`config.mk`:
```
export PLATFORM = sky130hd
export DESIGN_NAME = pc_fetch_ctrl_flat
export DESIGN_NICKNAME = d
export VERILOG_FILES = /design/src/rtl/pc_fetch_ctrl_if.sv /design/src/rtl/pc_fetch_ctrl.sv /design/src/flat_wrapper.sv
export SDC_FILE = /design/constraint.sdc
export NUM_CORES = 1
export LEC_CHECK = 0
export ABC_AREA = 1
export ABC_CLOCK_PERIOD_IN_PS = 1900
export CAP_MARGIN = 10
export CORE_UTILIZATION = 37
export CTS_CLUSTER_DIAMETER = 120
export DETAILED_ROUTE_END_ITERATION = 8
export PLACE_DENSITY = 0.71
export SLEW_MARGIN = 20
export SYNTH_ARGS = -nofsm -noshare
export SYNTH_HDL_FRONTEND = slang
export SYNTH_SLANG_ARGS = --single-unit
```
`constraint.sdc`:
```
create_clock -name clk -period 1.9 [get_ports clk]
set_clock_uncertainty 0.05 [all_clocks]
set_input_delay 0.57 -clock clk [delete_from_list [all_inputs] [get_ports clk]]
set_output_delay 0.57 -clock clk [all_outputs]
set_load 0.01 [all_outputs]
```
`src/rtl/pc_fetch_ctrl_if.sv`:
```
// Fetch-side bus bundle: instruction-memory request/ack, downstream valid/ready
// and the start/halt/branch controls of the PC sequencer.
interface pc_fetch_ctrl_if #(
  parameter int PC_W    = 8,
  parameter int INSTR_W = 16
);
  logic               start;
  logic               halt_req;
  logic               imem_req;
  logic [PC_W-1:0]    imem_addr;
  logic               imem_ack;
  logic [INSTR_W-1:0] imem_rdata;
  logic [INSTR_W-1:0] instr_out;
  logic               instr_valid;
  logic               instr_ready;
  logic               branch_taken;
  logic [PC_W-1:0]    branch_target;
  logic [PC_W-1:0]    pc_out;
  logic               halted;

  modport master (
    input  start, halt_req, imem_ack, imem_rdata, instr_ready, branch_taken, branch_target,
    output imem_req, imem_addr, instr_out, instr_valid, pc_out, halted
  );

  modport slave (
    output start, halt_req, imem_ack, imem_rdata, instr_ready, branch_taken, branch_target,
    input  imem_req, imem_addr, instr_out, instr_valid, pc_out, halted
  );
endinterface

```
`src/rtl/pc_fetch_ctrl.sv`:
```
// Program-counter sequencer: fetches one word at a time from instruction memory
// and hands it downstream, advancing or redirecting the PC on each acceptance.
module pc_fetch_ctrl #(
  parameter int              PC_W     = 8,
  parameter int              INSTR_W  = 16,
  parameter logic [PC_W-1:0] RESET_PC = '0
) (
  input  logic              clk,
  input  logic              rst,
  pc_fetch_ctrl_if.master   bus
);

  typedef enum logic [1:0] {
    IDLE   = 2'd0,
    REQ    = 2'd1,
    HOLD   = 2'd2,
    HALTED = 2'd3
  } state_e;

  state_e             state_q;
  logic [PC_W-1:0]    pc_q;
  logic [INSTR_W-1:0] instr_q;
  logic               req_q;
  logic               vld_q;
  logic               halted_q;
  logic               halt_pend_q;

  logic [PC_W-1:0]    pc_d;
  logic               hs;

  assign hs = vld_q & bus.instr_ready;

  // Branch inputs only matter on the handshake cycle, where pc_d is consumed.
  always_comb begin
    pc_d = bus.branch_taken ? bus.branch_target : pc_q + PC_W'(1);
  end

  always_ff @(posedge clk) begin
    if (rst) begin
      state_q     <= IDLE;
      pc_q        <= RESET_PC;
      instr_q     <= '0;
      req_q       <= 1'b0;
      vld_q       <= 1'b0;
      halted_q    <= 1'b0;
      halt_pend_q <= 1'b0;
    end else begin
      case (state_q)
        IDLE: begin
          if (bus.start) begin
            state_q <= REQ;
            req_q   <= 1'b1;
          end
        end
        REQ: begin
          if (bus.halt_req) halt_pend_q <= 1'b1;
          if (bus.imem_ack) begin
            instr_q <= bus.imem_rdata;
            req_q   <= 1'b0;
            vld_q   <= 1'b1;
            state_q <= HOLD;
          end
        end
        HOLD: begin
          if (hs) begin
            pc_q        <= pc_d;
            vld_q       <= 1'b0;
            halt_pend_q <= 1'b0;
            if (bus.halt_req || halt_pend_q) begin
              state_q  <= HALTED;
              halted_q <= 1'b1;
            end else begin
              state_q <= REQ;
              req_q   <= 1'b1;
            end
          end else if (bus.halt_req) begin
            halt_pend_q <= 1'b1;
          end
        end
        HALTED: begin
          if (bus.start) begin
            state_q  <= REQ;
            req_q    <= 1'b1;
            halted_q <= 1'b0;
          end
        end
        default: state_q <= IDLE;
      endcase
    end
  end

  assign bus.imem_req    = req_q;
  assign bus.imem_addr   = pc_q;
  assign bus.pc_out      = pc_q;
  assign bus.instr_out   = instr_q;
  assign bus.instr_valid = vld_q;
  assign bus.halted      = halted_q;

endmodule

```
`src/flat_wrapper.sv`:
```
// flat-port wrapper written by rule: the top's interface ports become plain ports
module pc_fetch_ctrl_flat 
#(
  parameter int              PC_W     = 8,
  parameter int              INSTR_W  = 16,
  parameter logic [PC_W-1:0] RESET_PC = '0
)
  (clk, rst, bus_start, bus_halt_req, bus_imem_ack, bus_imem_rdata, bus_instr_ready, bus_branch_taken, bus_branch_target, bus_imem_req, bus_imem_addr, bus_instr_out, bus_instr_valid, bus_pc_out, bus_halted);
  pc_fetch_ctrl_if #(.PC_W(PC_W), .INSTR_W(INSTR_W)) bus_i ();
  input  logic clk;
  input  logic rst;
  input wire logic [$bits(bus_i.start)-1:0] bus_start;
  input wire logic [$bits(bus_i.halt_req)-1:0] bus_halt_req;
  input wire logic [$bits(bus_i.imem_ack)-1:0] bus_imem_ack;
  input wire logic [$bits(bus_i.imem_rdata)-1:0] bus_imem_rdata;
  input wire logic [$bits(bus_i.instr_ready)-1:0] bus_instr_ready;
  input wire logic [$bits(bus_i.branch_taken)-1:0] bus_branch_taken;
  input wire logic [$bits(bus_i.branch_target)-1:0] bus_branch_target;
  output wire logic [$bits(bus_i.imem_req)-1:0] bus_imem_req;
  output wire logic [$bits(bus_i.imem_addr)-1:0] bus_imem_addr;
  output wire logic [$bits(bus_i.instr_out)-1:0] bus_instr_out;
  output wire logic [$bits(bus_i.instr_valid)-1:0] bus_instr_valid;
  output wire logic [$bits(bus_i.pc_out)-1:0] bus_pc_out;
  output wire logic [$bits(bus_i.halted)-1:0] bus_halted;
  assign bus_i.start = bus_start;
  assign bus_i.halt_req = bus_halt_req;
  assign bus_i.imem_ack = bus_imem_ack;
  assign bus_i.imem_rdata = bus_imem_rdata;
  assign bus_i.instr_ready = bus_instr_ready;
  assign bus_i.branch_taken = bus_branch_taken;
  assign bus_i.branch_target = bus_branch_target;
  assign bus_imem_req = bus_i.imem_req;
  assign bus_imem_addr = bus_i.imem_addr;
  assign bus_instr_out = bus_i.instr_out;
  assign bus_instr_valid = bus_i.instr_valid;
  assign bus_pc_out = bus_i.pc_out;
  assign bus_halted = bus_i.halted;
  pc_fetch_ctrl #(.PC_W(PC_W), .INSTR_W(INSTR_W), .RESET_PC(RESET_PC)) u_core (.clk(clk), .rst(rst), .bus(bus_i));
endmodule
```
==> results.py <==
metrics = {
    "power": {
        "ir_drop_mv": 0.570,
        "p_int_mw": 1.42,
        "power_switching_mw": 0.710,
        "sw_frac_of_total": 0.333,
        "p_clk_frac": 0.223,
        "p_leak_nw": 0.895,
        "power.density_nw_per_um2": 969,
        "seqPwrFrac": 0.397,
        "combPwrFrac": 0.380,
    },
    "sta": {
        "relSlewSlack": 0.635,
        "max_freq_ghz": 0.544,
        "worst_pin_slew_ns": 0.547,
        "setup_viol": 0,
        "final-hold-violation-count": 0,
        "rsz0062_at_grt": "false",
        "drv_slew": 0,
        "tns_ns": 0,
        "fin_crit_sh": 0.967,
        "fin_crit_ns": 1.84,
    },
    "place": {
        "io_buffers": 65,
        "dp_hpwl_mm": 2.47,
        "gp_congestion": 0.865,
        "placedCellCount": 314,
    },
    "worst_setup_path": {
        "path_max_fanout": 7,
        "cpPeakStageDelay_ns": 0.55,
        "cp.required_ns": 1.28,
        "criticalPathCategory": "reg2out",
        "path_cells": "clkdlybuf4s50_1",
        "crit_buf_inv": 1,
        "start_kind": "flop",
        "critical_path.top_delay_family": "buffers and inverters",
        "cp-end-kind": "output port",
        "crit_path_top_delay_cell": "clkdlybuf4s50_1",
        "crit_arrival_ns": 1.22,
    },
    "clock_tree": {
        "clkSinkCount": 30,
        "clkTransAtPathRegs_ns": 0.06,
        "cts_max_level": 2,
        "cts_buffers": 5,
        "clk_latency_ns": 0.28,
        "hold_buffers": 0,
        "cts_buffer_depth": 2,
        "root_buffer": "clkbuf_8",
        "tritoncts": "yes",
    },
    "logic_synthesis": {
        "synth.area.mux_share": 0,
        "synth-compound-area-share": 0.161,
        "synth_area_um2": 1460,
        "seq_area_frac_synth": 0.412,
        "ys_types": 22,
        "synth_area_leaders": "dfxtp_1 41%, nor2_1 12%, nand2_1 9.3%, o21ai_0 7.6%, buf_4 5.2%",
        "synth_xor_area_frac": 0,
        "synth-seq-cells": 30,
        "synth_top_family_by_area": "simple AND/OR/NAND/NOR gates",
        "synth-simple-area-share": 0.266,
        "synthCells": 210,
        "synth_fa_ha_area_frac": 0.0343,
        "synth.avg_cell_area_um2": 6.94,
        "yosysTopAreaCell": "dfxtp_1",
        "synth_top_area_share": 0.412,
        "yosysWarningCount": 0,
        "synthesis.nets": 245,
    },
    "detailed_routing": {
        "drt-initial-drc-count": 89,
        "wire_per_inst_um": 10.3,
        "ant_nets": 0,
        "via_count": 1474,
        "firstDrtPassIters": 4,
        "routed_wl_mm": 3.30,
        "drc_errors": 0,
        "vias_per_cell": 4.59,
    },
    "final_layout": {
        "layout_common_cells": "64 x clkdlybuf4s50_1, 48 x nor2_1, 36 x nand2_1, 22 x o21ai_0, 22 x dfxtp_1",
        "area_delta_synth_final_pct": 50.9,
        "fillers": 369,
        "layout_commonest_cell": "clkdlybuf4s50_1",
        "drive_gt1_frac": 0.0952,
        "fin_nets": 308,
        "instances_no_fill": 321,
        "n_antenna_cell": 0,
        "postLayoutCoreUtil": 0.592,
    },
    "flow_run": {
        "cap_violations": 0,
    },
    "outcome": {
        "status": "finished clean",
    },
    "global_route": {
        "grt_max_degree": 23,
        "grt_pass1_wl_mm": 5.57,
        "antenna_found_initial": 0,
        "grt_use_total": 0.171,
        "gr-total-overflow": 0,
        "grt_pass1_vias": 1305,
    },
    "min_path": {
        "hold_path.class": "reg2reg",
    },
    "die": {
        "core_area_um2": 3720,
        "pin_count": 66,
        "die_w_um": 64.8,
        "rows": 22,
        "dieArea_um2": 4190,
        "fp.dieH_um": 64.8,
        "start_util": 0.392,
    },
}
## power by group through the flow
stage / Sequential (mW) / Combinational [mW] / Clock (mW)
2_1_floorplan: 0.898 / 0.415 / 0
5_1_grt: 0.870 / 0.897 / 0.523
3_5_place_dp: 0.861 / 0.809 / 0
3_3_place_gp: 0.858 / 0.800 / 0
6_report: 0.847 / 0.809 / 0.475
4_1_cts: 0.848 / 0.812 / 0.486
## timing repair
item                                    CTS  global route
setup buffers                             0             0
endpoints found under the setup margin    5            10
resized for setup                         3             6
## synthesized netlist by cell type
master and instances:
or2_0 1, nand3_1 10, buf_6 1, nor3_2 1, o21ai_0 22, a21oi_1 12, nor2_1 48, clkbuf_1 1
nand2_1 36, ha_1 4, a211oi_1 1, nand2_2 1, a21oi_4 1, inv_2 2, buf_2 2, buf_4 10
a31oi_1 1, dfxtp_1 30, inv_1 19, clkbuf_2 1, o211ai_1 2, o21ai_1 4
## worst paths after layout
path	from	end	slack, ns	cells past startpoint
max	u_core.bus.imem_addr[0]	bus_pc_out[0]	0.06	1
min reg2reg	u_core.halt_pend_q	u_core.halt_pend_q	0.42	2
min	u_core.halt_pend_q	u_core.halt_pend_q	0.42	2
max reg2reg	u_core.state_q[0]	u_core.state_q[0]	0.36	7
## sequential cells by signal, indices dropped and copies added (netlist names)
| name | flops |
|---|---|
| u_core.bus.instr_out | 16 |
| u_core.bus.imem_req | 1 |
| u_core.bus.imem_addr | 8 |
| u_core.bus.halted | 1 |
| u_core.bus.instr_valid | 1 |
| u_core.halt_pend_q | 1 |
| u_core.state_q | 2 |
## metrics by stage
| stage | instance area, um2 | setup WS (ns) | hold WS (ns) | power (mW) |
|---|---|---|---|---|
| final | 2200 | 0.0625 | 0.419 | 2.13 |
| after global routing | 2200 | 0.0172 | 0.429 | 2.29 |
| after CTS | 2190 | 0.00436 | 0.420 | 2.15 |
| after detailed placement | 2110 | 0.00114 | 0.405 | 1.67 |
| after global placement | 2110 | 0.0205 | 0.400 | 1.66 |
| after floorplan | 1460 | 0.531 | 0.386 | 1.31 |
## per-layer routing
layer | global-route usage | share of wire
met5 | 0 | 0
met4 | 0.0667 | 0.014
met3 | 0.0528 | 0.061
met2 | 0.264 | 0.46
met1 | 0.219 | 0.46
## cells by family (layout without fill, tap and decap cells)
group / Yosys count / in the layout
DFF: 30 / 30
and+or+nand+nor: 97 / 97
AOI/OAI and AO/OA: 43 / 43
buffers and inverters: 36 / 99
adders and majority gates: 4 / 4
## cell type report
cell class,instances,area [um2],share of cell area
sequential,30,611,0.278
tap,48,60.1,0.0273
clock buffer,5,68.8,0.0313
inverter,21,78.8,0.0358
multi-input combinational,144,673,0.306
clock inverter,2,10.0,0.00455
timing repair buffer,71,698,0.317
No activity file was read; power rests on OpenSTA's default activity.
